[config.mk]
export PLATFORM = sky130hd
export DESIGN_NAME = mz_memctl_gen2
export DESIGN_NICKNAME = d
export VERILOG_FILES = /design/src/rtl/mz_memctl_gen2.sv
export SDC_FILE = /design/constraint.sdc
export NUM_CORES = 1
export LEC_CHECK = 0
export CORE_ASPECT_RATIO = 1.25
export CORE_UTILIZATION = 35
export DETAILED_ROUTE_END_ITERATION = 6
export PLACE_DENSITY = 0.69
export SYNTH_ARGS = -nofsm -noshare
export SYNTH_HDL_FRONTEND = slang
export SYNTH_SLANG_ARGS = --single-unit
[constraint.sdc]
create_clock -name CLK -period 4.1 [get_ports CLK]
set_input_delay 0.41 -clock CLK [delete_from_list [all_inputs] [get_ports CLK]]
set_output_delay 0.41 -clock CLK [all_outputs]
set_load 0.02 [all_outputs]
[src/rtl/mz_memctl_gen2.sv]
// MZ-80B/MZ-2000 second-generation memory controller: DRAM bank decode through
// a writable window map, IPL ROM select, ROM wait states and GRAM blank-wait.
module mz_memctl_gen2 #(
    parameter int unsigned NBANKS       = 4,
    parameter int unsigned ROM_WAIT     = 1,
    parameter int unsigned GRAM_TIMEOUT = 0,
    parameter logic [7:0]  MAP_PORT     = 8'hB8
) (
    input  logic              CLK,
    input  logic              nRST,
    input  logic              nMREQ,
    input  logic              nRFSH,
    input  logic              nRD,
    input  logic              nWR,
    input  logic              nIORQ,
    input  logic              nM1,
    input  logic [3:0]        AD,
    input  logic [7:0]        IOA,
    input  logic [7:0]        D,
    input  logic              nMRAM,
    input  logic              GRAM_SEL,
    input  logic              BLANK,
    input  logic              nEXWAIT,
    output logic [NBANKS-1:0] nRAS,
    output logic              nROMCS,
    output logic              nCSG,
    output logic              nWAIT,
    output logic              fastLCSW,
    output logic              BUFG0,
    output logic              BUFGM,
    output logic              TOUT_ERR
);

    localparam int unsigned BB    = $clog2(NBANKS);
    localparam int unsigned GW    = (GRAM_TIMEOUT > 1) ? $clog2(GRAM_TIMEOUT) : 1;
    localparam int unsigned TLAST = (GRAM_TIMEOUT > 0) ? GRAM_TIMEOUT - 1 : 0;

    typedef enum logic [1:0] {
        G_IDLE  = 2'd0,
        G_WAITB = 2'd1,
        G_GRANT = 2'd2,
        G_TOUT  = 2'd3
    } gstate_e;

    logic                  mreq;
    logic                  rfsh;
    logic [1:0]            win;
    logic                  map_wr;
    logic                  gram_req;
    logic                  rom_hold;
    logic                  gram_hold;
    logic                  bank_vld;
    logic [BB-1:0]         bank;

    logic [3:0][BB-1:0]    map_q, map_d;
    logic                  wr_seen_q, wr_seen_d;
    logic [2:0]            rcnt_q, rcnt_d;
    gstate_e               state_q, state_d;
    logic [GW-1:0]         gcnt_q, gcnt_d;
    logic                  tout_err_q, tout_err_d;
    logic                  unused_ok;

    assign mreq      = ~nMREQ & nRFSH;
    assign rfsh      = ~nMREQ & ~nRFSH;
    assign win       = AD[3:2];
    assign gram_req  = mreq & GRAM_SEL;
    assign map_wr    = ~nIORQ & ~nWR & nM1 & (IOA == MAP_PORT) & ~wr_seen_q;
    assign unused_ok = ^{D[5:0], AD[1:0]};

    // Window-map update: one write per I/O cycle, re-armed when IORQ goes high
    always_comb begin
        map_d     = map_q;
        wr_seen_d = wr_seen_q;
        if (nIORQ) begin
            wr_seen_d = 1'b0;
        end else if (map_wr) begin
            map_d[D[7:6]] = D[BB-1:0];
            wr_seen_d     = 1'b1;
        end
    end

    // ROM wait counter: cycles since MREQ went low, saturating at 7
    always_comb begin
        rcnt_d = rcnt_q;
        if (nMREQ) begin
            rcnt_d = 3'd0;
        end else if (rcnt_q != 3'd7) begin
            rcnt_d = rcnt_q + 3'd1;
        end
    end

    // GRAM arbitration next state; MREQ release returns to idle from anywhere
    always_comb begin
        state_d    = state_q;
        gcnt_d     = '0;
        tout_err_d = tout_err_q;
        if (nMREQ) begin
            state_d = G_IDLE;
        end else begin
            case (state_q)
                G_IDLE: begin
                    if (gram_req) begin
                        state_d = BLANK ? G_GRANT : G_WAITB;
                    end
                end
                G_WAITB: begin
                    if (BLANK) begin
                        state_d = G_GRANT;
                    end else if ((GRAM_TIMEOUT > 0) && (gcnt_q == GW'(TLAST))) begin
                        state_d    = G_TOUT;
                        tout_err_d = 1'b1;
                    end else begin
                        gcnt_d = gcnt_q + GW'(1);
                    end
                end
                default: ;
            endcase
        end
    end

    // State registers
    always_ff @(posedge CLK or negedge nRST) begin
        if (!nRST) begin
            for (int w = 0; w < 4; w++) begin
                map_q[w] <= BB'(w % NBANKS);
            end
            wr_seen_q  <= 1'b0;
            rcnt_q     <= 3'd0;
            state_q    <= G_IDLE;
            gcnt_q     <= '0;
            tout_err_q <= 1'b0;
        end else begin
            map_q      <= map_d;
            wr_seen_q  <= wr_seen_d;
            rcnt_q     <= rcnt_d;
            state_q    <= state_d;
            gcnt_q     <= gcnt_d;
            tout_err_q <= tout_err_d;
        end
    end

    // Bank decode: IPL mode hard-wires the upper windows, all-RAM uses the map
    always_comb begin
        bank_vld = 1'b1;
        bank     = map_q[win];
        if (nMRAM) begin
            bank_vld = win[1];
            bank     = BB'(win[0]);
        end
    end

    // Per-bank RAS strobes; refresh hits every bank
    always_comb begin
        nRAS = '1;
        for (int b = 0; b < NBANKS; b++) begin
            if (rfsh | (mreq & bank_vld & (bank == BB'(b)))) begin
                nRAS[b] = 1'b0;
            end
        end
    end

    assign nROMCS    = ~(nMRAM & ~win[1] & mreq & ~nRD);
    assign rom_hold  = ~nROMCS & (rcnt_q <= 3'(ROM_WAIT));
    assign nCSG      = ~(gram_req & (BLANK | (state_q == G_GRANT)) & (state_q != G_TOUT));
    assign gram_hold = gram_req & ~BLANK & (state_q != G_GRANT) & (state_q != G_TOUT);
    assign nWAIT     = nEXWAIT & ~rom_hold & ~gram_hold;
    assign fastLCSW  = nRFSH & ~(&nRAS);
    assign BUFG0     = nRD & (nM1 | nIORQ);
    assign BUFGM     = nRD | ~nIORQ;
    assign TOUT_ERR  = tout_err_q;

endmodule

==> results.tsv, run 1 <==
stage	metric	value	unit
outcome	run status	completed	
clocking	CTS Buf Count	3	
sta	hold slack	0.496	ns
min_path	Hold WC Path Type	in2async	
floorplanning	row cnt	20	
placement	area post-placement	1320	sq um
yosys	Mean Syn Cell Area	11.1	sq um
yosys	EDFF count, synth	0	
cells_and_area	Inserted Diodes	0	
cells_and_area	# fillers	226	
sta	max-slew violation count	0	
cells_and_area	area delta synth->final	44.3	%
job	max-cap viol count	0	
sta	RSZ-0062 raised after global routing	no	
cells_and_area	fraction of layout cells with a size suffix above 1	0.180	
clocking	H-Tree Depth	1	
power	LEAKAGE	0.567	nW
grt	largest net degree at the start of global routing	15	
floorplanning	I/O pin total	43	
sta	Setup TNS	0	ns
sta	fin crit share	0.731	
clocking	Skew-Pair Late Insertion Delay	0.28	ns
yosys	Yosys cell types	39	
power	Pwr Total	0.323	mW
yosys	Mapped Nets	120	
detailed_routing	max layer used	met4	
grt	vias in the first global route	756	
cells_and_area	most common cell after layout, fill and taps aside	clkdlybuf4s50_1	
cells_and_area	fin util	0.548	
floorplanning	Die Area	2900	sq um
yosys	Yosys reg bits	14	
clocking	Clock Sinks	14	
cells_and_area	multi-input combinational cell area	559	sq um
floorplanning	Die Width	48.4	microns
clocking	postcts setup bufs	0	
sta	Slew HR	0.600	
yosys	Gate Count Post-Synth	85	
yosys	Mapped Area	941	sq um
detailed_routing	# DRC	0	
cells_and_area	nets	158	
floorplanning	Die Height	60.0	microns
placement	Port-buffer cells	35	
clocking	TritonCTS clock tree	built	
cells_and_area	Sequential Area	355	sq um
sta	Final Hold Vio Count	0	
setup_path	Setup crit start kind	input port	
yosys	main flop type after synthesis	dfrtp_1	
sta	Max Freq	0.334	GHz
sta	min Tclk post-route	3.00	ns
yosys	YS warnings	0	
detailed_routing	routed wl met2	952	microns
clocking	Post-CTS Resized	0	
grt	total gr overflow	0	
clocking	Hold Buf Count CTS	0	
placement	placer congestion estimate	0.751	
setup_path	critical path capture point type	output pin	
floorplanning	core outline area	2480	sq um
sta	Setup-failing EPs final	0	
cells_and_area	commonest cells after routing, fill and taps aside	35 x clkdlybuf4s50_1, 10 x nor2_1, 10 x dfrtp_1, 8 x mux2_1, 5 x a31oi_1	
power	Pwr per Cell Area	238	nW/um^2
grt	GRT Overall Usage	0.154	
grt	global-route wire length before repair	3.35	mm
detailed_routing	wire per inst	12.2	microns
placement	post-DP HPWL	1.58	mm
setup_path	WP data arrival	2.59	ns
detailed_routing	DRT Pass-1 Iters	4	
detailed_routing	First DRT Iteration DRCs	7	
detailed_routing	via density per instance	5.13	
detailed_routing	WL final	1.89	mm
clocking	Root Buffer	clkbuf_4	
yosys	async set-reset flop share out of synthesis	1.00	
yosys	Seq/Total Area, Yosys	0.378	
detailed_routing	met1 wire length	782	microns
setup_path	Crit Path Category	in2out	
setup_path	worst-path fanout max	9	
sta	Slew @ Worst Pin	0.598	ns
detailed_routing	DR vias	795	
power	VDD IR max	0.164	mV
detailed_routing	Antenna Nets Post-Route	0	
sta	Clock Skew	0.00188	ns
floorplanning	Initial Utilization	0.380	
setup_path	Worst Reg-to-Reg Cells	3	
grt	initial antenna violation count	0	
clocking	clk slew on worst S/H paths	0.08	ns
clocking	CTS max path bufs	2	
cells_and_area	final cell area excluding filler cells	1360	sq um
setup_path	WP data required	3.69	ns
detailed_routing	WL met3	107	microns
-- metal layers --
metal / up-vias / GRT usage
li1: 396 / -
met1: 364 / 0.175
met2: 31 / 0.264
met3: 4 / 0.0280
met4: 0 / 0.113
met5: - / 0
-- critical path, cell delays in order --
cell             delay [ns]
clkdlybuf4s50_1        0.57
nand2b_1               0.27
or4_1                  0.45
o311a_1                0.34
clkdlybuf4s50_1        0.53
-- layout make-up --
type	count	share of cell area
clock buffer	4	0.0267
inverter	4	0.0111
multi-input combinational	65	0.412
sequential	14	0.262
tap	33	0.0304
timing repair buffer	35	0.258
-- sequential cells by signal, indices dropped and copies added, names as in the netlist --
register   count
state_q        2
rcnt_q         3
map_q          8
wr_seen_q      1
-- synth_stat cells, types with 2 or more instances --
| library cell | count | area share |
|---|---|---|
| or3_1 | 2 | 0.013 |
| nor2_1 | 10 | 0.040 |
| dfrtp_1 | 10 | 0.27 |
| inv_1 | 4 | 0.016 |
| dfstp_2 | 4 | 0.11 |
| a211oi_1 | 2 | 0.016 |
| or4b_2 | 2 | 0.021 |
| a31oi_1 | 5 | 0.033 |
| o21ai_0 | 2 | 0.011 |
| mux2i_1 | 2 | 0.021 |
| ha_1 | 3 | 0.040 |
| a21oi_1 | 3 | 0.016 |
| mux2_1 | 8 | 0.096 |
| nor4_2 | 3 | 0.040 |
-- power breakdown --
part | switching (mW) | total (mW) | internal, mW
registers | 0.00380 | 0.146 | 0.142
logic | 0.0348 | 0.0793 | 0.0445
clock network | 0.0437 | 0.0977 | 0.0540
total | 0.0823 | 0.323 | 0.241
-- kinds of logic (layout without fill, tap and decap cells) --
group / count (synthesis) / in the layout / share of synthesized area
other: 1 / 1 / 0.00399
AO/OA/AOI/OAI: 16 / 16 / 0.110
AND/OR/NAND/NOR: 32 / 32 / 0.278
adder cells (fa/ha/maj): 3 / 3 / 0.0399
XOR/XNOR: 1 / 1 / 0.00931
multiplexers: 12 / 12 / 0.153
flip-flops: 14 / 14 / 0.378
buffers and inverters: 6 / 43 / 0.0279
-- path summary, 6_finish.rpt --
kind	slack [ns]	start	end
worst min register to register	0.50	map_q[3]	map_q[3]
max in group asynchronous	3.21	nRST	map_q[1]
worst min-delay path	0.50	nRST	map_q[3]
worst max register to register	2.25	wr_seen_q	map_q[0]
min in group CLK	0.50	map_q[3]	map_q[3]
worst max-delay path	1.10	nMREQ	nWAIT
-- stage by stage --
stage                     setup WS [ns]  instances
final                              1.10        155
after global routing               1.03        155
after CTS                          1.08        155
after detailed placement           1.09        151
after global placement             1.10        151
after floorplan                    1.94         85
Note: power is estimated with default switching activity, not from simulation.
==> inputs of run 2 (changes only) <==
Settings changed: PLACE_DENSITY 0.69 to 0.72.
Clock period 4.1 ns to 2.5 ns, I/O delays scaled along.
==> results.tsv, run 2 (synthesis results as in run 1) <==
stage	metric	value	unit	change
power	Pwr Total	0.541	mW	+68%
cells_and_area	most common cell after layout, fill and taps aside	clkdlybuf4s50_1		
clocking	TritonCTS clock tree	built		
grt	total gr overflow	0		unchanged
setup_path	WP data arrival	2.11	ns	-0.48 ns
setup_path	worst-path fanout max	7		-2
floorplanning	row cnt	20		unchanged
cells_and_area	final cell area excluding filler cells	1400	sq um	+3.2%
setup_path	CP Cell Sequence	clkdlybuf4s50_1 > inv_1 > or4_1 > o311a_1 > dlygate4sd2_1		
floorplanning	Die Width	48.4	microns	unchanged
cells_and_area	top flop regs	map_q x8, rcnt_q x3, state_q x2		
placement	area post-placement	1370	sq um	+3.4%
cells_and_area	# fillers	217		-4.0%
clocking	Root Buffer	clkbuf_4		
sta	Final Hold Vio Count	0		unchanged
clocking	CTS max path bufs	2		unchanged
detailed_routing	WL final	2.01	mm	+6.0%
grt	largest net degree at the start of global routing	15		unchanged
sta	Setup TNS	0	ns	unchanged
floorplanning	I/O pin total	43		unchanged
grt	initial antenna violation count	0		unchanged
outcome	run status	completed		
sta	Slew @ Worst Pin	0.616	ns	+0.0178 ns
setup_path	Worst path slowest cell	clkdlybuf4s50_1		
detailed_routing	DR vias	816		+2.6%
floorplanning	core outline area	2480	sq um	unchanged
clocking	H-Tree Depth	1		unchanged
cells_and_area	nets	164		+3.8%
clocking	Skew-Pair Late Insertion Delay	0.29	ns	about the same
setup_path	crit-path max cell delay	0.58	ns	about the same
grt	GRT Overall Usage	0.156		+0.00195
clocking	Post-CTS Resized	6		+6
setup_path	R2R Setup Slk	0.70	ns	-1.55 ns
grt	vias in the first global route	796		+5.3%
cells_and_area	Post-Layout Cell Count	161		+3.9%
sta	min Tclk post-route	2.36	ns	
floorplanning	Die Height	60.0	microns	unchanged
sta	max-slew violation count	0		unchanged
cells_and_area	commonest cells after routing, fill and taps aside	30 x clkdlybuf4s50_1, 10 x nor2_1, 10 x dfrtp_1, 8 x mux2_1, 6 x buf_4		
cells_and_area	Most flops, register	map_q		
detailed_routing	Antenna Nets Post-Route	0		unchanged
cells_and_area	multi-input combinational cell area	564	sq um	+0.89%
min_path	Hold WC Path Type	in2async		
setup_path	critical path capture point type	output pin		
job	max-cap viol count	0		unchanged
detailed_routing	wire per inst	12.5	microns	+2.1%
clocking	Clock Sinks	14		unchanged
clocking	postcts setup bufs	0		unchanged
sta	fin crit share	0.945		
power	LEAKAGE	0.598	nW	+5.4%
cells_and_area	area delta synth->final	48.9	%	
grt	global-route wire length before repair	3.33	mm	-0.42%
floorplanning	Initial Utilization	0.380		unchanged
cells_and_area	Inserted Diodes	0		unchanged
placement	placer congestion estimate	0.706		-6.0%
cells_and_area	Sequential Area	355	sq um	unchanged
detailed_routing	# DRC	0		unchanged
setup_path	WP data required	2.25	ns	-1.44 ns
sta	Clock Skew	0.00544	ns	+0.00356 ns
placement	placed insts	157		+4.0%
detailed_routing	via density per instance	5.07		-1.2%
sta	Setup-failing EPs final	0		unchanged
clocking	clk slew on worst S/H paths	0.09	ns	about the same
power	VDD IR max	0.303	mV	+85%
placement	Port-buffer cells	35		unchanged
setup_path	Crit Path Category	in2out		
power	Pwr per Cell Area	386	nW/um^2	+62%
sta	Slew HR	0.588		-0.0119
sta	RSZ-0062 raised after global routing	no		
setup_path	Setup crit start kind	input port		
cells_and_area	fin util	0.566		+0.0177
cells_and_area	fraction of layout cells with a size suffix above 1	0.227		+0.0462
detailed_routing	First DRT Iteration DRCs	12		+5
clocking	Hold Buf Count CTS	0		unchanged
cells_and_area	max reg flops	8		unchanged
detailed_routing	DRT Pass-1 Iters	4		unchanged
placement	post-DP HPWL	1.72	mm	+8.9%
clocking	CTS Buf Count	3		unchanged
floorplanning	Die Area	2900	sq um	unchanged
sta	Max Freq	0.423	GHz	
-- run 2: area by class of cell --
| class | instances | share of cell area |
|---|---|---|
| clock buffer | 4 | 0.0259 |
| multi-input combinational | 65 | 0.403 |
| timing repair buffer | 41 | 0.278 |
| inverter | 4 | 0.0107 |
| tap | 33 | 0.0295 |
| sequential | 14 | 0.254 |
-- run 2: path summary, 6_finish.rpt --
check | depth (start not counted) | end | from
worst max-delay path | 5 | nWAIT | nMRAM
worst min-delay path | 1 | map_q[3] | nRST
worst max register to register | 3 | map_q[1] | wr_seen_q
worst min register to register | 1 | map_q[0] | map_q[0]
max in group asynchronous | 1 | wr_seen_q | nRST
min in group CLK | 1 | map_q[0] | map_q[0]
-- run 2: where the power goes --
part / internal (mW) / switching (mW) / leakage [nW]
clock: 0.0888 / 0.0780 / 0.0210
combinational: 0.0755 / 0.0601 / 0.400
sequential: 0.233 / 0.00580 / 0.178
total: 0.397 / 0.144 / 0.598
-- run 2: critical path: cells and delay by family --
kind | cells | cell delay (ns)
AO/OA/AOI/OAI | 1 | 0.35
AND/OR/NAND/NOR | 1 | 0.55
buffers and inverters | 3 | 0.98
-- run 2: per-layer routing --
metal / global-route usage / vias to the layer above / part of all wire
met5: 0 / - / 0
met4: 0.0630 / 0 / 0.0085
met3: 0.0407 / 2 / 0.042
met2: 0.296 / 24 / 0.55
met1: 0.166 / 380 / 0.40
li1: - / 410 / -
-- run 2: through the flow --
stage               hold slack [ns]  worst slack, ns
floorplan                   -0.0456            0.655
global placement              0.465          -0.0630
detailed placement            0.475           -0.104
CTS                           0.357            0.148
global route                  0.383           0.0653
finish                        0.339            0.137
==> inputs of run 3 (changes only) <==
Settings changed: GPL_TIMING_DRIVEN set to 0.
==> results.tsv, run 3 (synthesis results as in run 1) <==
stage	metric	value	unit	change
grt	global-route wire length before repair	3.26	mm	-2.1%
setup_path	Worst Reg-to-Reg Cells	3		unchanged
grt	vias in the first global route	746		-6.3%
detailed_routing	WL final	2.00	mm	-0.50%
setup_path	RR Startpoint	wr_seen_q		
setup_path	R2R Setup Slk	0.69	ns	about the same
cells_and_area	fin util	0.548		-0.0177
floorplanning	row cnt	20		unchanged
sta	Final Hold Vio Count	0		unchanged
cells_and_area	top flop regs	map_q x8, rcnt_q x3, state_q x2		
cells_and_area	Post-Layout Cell Count	156		-3.1%
power	Pwr per Cell Area	393	nW/um^2	+1.9%
clocking	Root Buffer	clkbuf_4		
setup_path	CP endpoint	nRAS[1]		
floorplanning	Die Area	2900	sq um	unchanged
cells_and_area	nets	159		-3.0%
power	VDD IR max	0.286	mV	-5.5%
power	Switch Pwr	0.143	mW	-0.85%
floorplanning	Die Width	48.4	microns	unchanged
grt	largest net degree at the start of global routing	15		unchanged
clocking	Skew-Pair Late Insertion Delay	0.29	ns	about the same
power	Clock Power Share	0.312		+0.004
detailed_routing	Antenna Nets Post-Route	0		unchanged
min_path	Hold WC Path Type	in2reg		
setup_path	FF-to-FF End	map_q[3]		
sta	Setup-failing EPs final	0		unchanged
detailed_routing	DR vias	806		-1.2%
cells_and_area	max reg flops	8		unchanged
grt	total gr overflow	0		unchanged
placement	post-DP HPWL	1.68	mm	-1.9%
floorplanning	Die Height	60.0	microns	unchanged
sta	RSZ-0062 raised after global routing	no		
clocking	Hold Buf Count CTS	0		unchanged
cells_and_area	commonest cells after routing, fill and taps aside	29 x clkdlybuf4s50_1, 10 x nor2_1, 10 x dfrtp_1, 8 x mux2_1		
clocking	TritonCTS clock tree	built		
cells_and_area	Inserted Diodes	0		unchanged
grt	M1 GR Usage	0.170		+0.00420
clocking	postcts setup bufs	0		unchanged
power	switch share	0.267		+0.00128
power	Internal	0.391	mW	-1.5%
cells_and_area	most common cell after layout, fill and taps aside	clkdlybuf4s50_1		
detailed_routing	wire per inst	12.8	microns	+2.7%
placement	placer congestion estimate	0.728		+3.2%
outcome	run status	completed		
setup_path	Crit Path Category	in2out		
grt	met2 Usage GRT	0.286		-0.0101
sta	Clock Skew	0.00509	ns	-0.000345 ns
detailed_routing	# DRC	0		unchanged
setup_path	Setup crit start kind	input port		
placement	placed insts	152		-3.2%
detailed_routing	First DRT Iteration DRCs	10		-2
cells_and_area	Most flops, register	map_q		
sta	Max Freq	0.418	GHz	-1.2%
sta	min Tclk post-route	2.39	ns	+0.0296 ns
setup_path	WP data required	2.25	ns	about the same
clocking	CTS max path bufs	2		unchanged
clocking	CTS Buf Count	3		unchanged
clocking	Clock Sinks	14		unchanged
grt	GRT busiest layer	met2		
power	share of total power in combinational logic	0.241		-0.009
grt	met3 Usage GRT	0.0229		-0.0178
sta	Slew @ Worst Pin	0.610	ns	-0.00571 ns
floorplanning	core outline area	2480	sq um	unchanged
floorplanning	Initial Utilization	0.380		unchanged
sta	fin crit share	0.957		+0.0118
grt	initial antenna violation count	0		unchanged
clocking	clk slew on worst S/H paths	0.08	ns	about the same
cells_and_area	fraction of layout cells with a size suffix above 1	0.195		-0.0314
detailed_routing	via density per instance	5.17		+1.9%
setup_path	worst setup path startpoint	AD[3]		
sta	Slew HR	0.592		+0.00382
setup_path	WP data arrival	2.14	ns	+0.03 ns
cells_and_area	area delta synth->final	44.3	%	
power	LEAKAGE	0.572	nW	-4.3%
floorplanning	I/O pin total	43		unchanged
setup_path	worst-path fanout max	5		-2
job	max-cap viol count	0		unchanged
setup_path	critical path capture point type	output pin		
grt	GRT Overall Usage	0.151		-0.00512
detailed_routing	DRT Pass-1 Iters	4		unchanged
clocking	H-Tree Depth	1		unchanged
placement	Port-buffer cells	34		-2.9%
sta	max-slew violation count	0		unchanged
power	Reg power frac	0.448		+0.007
## run 3: changes by cell type in the layout (fill, tap and decap cells not counted)
cell and delta:
buf_4 -5, clkdlybuf4s50_1 -1, clkbuf_1 +1
## run 3: layout make-up
type | count | area (sq um)
Clock buffer | 4 | 36.3
Timing Repair Buffer | 34 | 334
Sequential cell | 14 | 355
Multi-Input combinational cell | 65 | 564
Fill cell | 220 | 1120
Inverter | 4 | 15.0
Buffer | 2 | 11.3
Tap cell | 33 | 41.3
## run 3: metrics by stage
step	cell area (sq um)	worst slack, ns	setup TNS, ns	total power [mW]	hold WS, ns
3_3_place_gp	1320	-0.132	-0.543	0.372	0.464
2_1_floorplan	941	0.655	0	0.300	-0.0456
5_1_grt	1360	0.0271	0	0.563	0.364
6_report	1360	0.107	0	0.534	0.334
3_5_place_dp	1320	-0.165	-0.576	0.376	0.477
4_1_cts	1350	0.106	0	0.537	0.334
## run 3: timing repair
item / CTS / global route
endpoints found under the setup margin: 5 / 2
endpoints found under the hold margin: 0 / 0
gates resized for setup: 5 / 1
## run 3: worst min-delay path by stage
stage	startpoint	end	slack, ns	cells after the start
finish	nMREQ	rcnt_q[2]	0.33	2
global route	nMREQ	rcnt_q[2]	0.36	2
floorplan	nRST	map_q[0]	-0.05	0
CTS	nMREQ	rcnt_q[1]	0.33	2
global placement	map_q[3]	map_q[3]	0.46	1
detailed placement	map_q[4]	map_q[4]	0.48	1
## run 3: layer usage
metal | routed length, microns | vias up
li1 | - | 398
met1 | 807 | 379
met2 | 1080 | 25
met3 | 83 | 4
met4 | 25 | 0
met5 | 0 | -
## run 3: power by group through the flow
| stage | clock network (mW) | registers [mW] | logic [mW] |
|---|---|---|---|
| after floorplan | 0 | 0.242 | 0.0576 |
| after global placement | 0 | 0.243 | 0.129 |
| after detailed placement | 0 | 0.244 | 0.133 |
| after CTS | 0.169 | 0.239 | 0.130 |
| after global routing | 0.182 | 0.240 | 0.141 |
| final | 0.166 | 0.239 | 0.129 |
## run 3: worst max-delay path, stage by stage
cell	delay, ns
clkdlybuf4s50_1	0.58
mux2_2	0.37
or3b_1	0.39
a31oi_1	0.20
dlygate4sd2_1	0.35
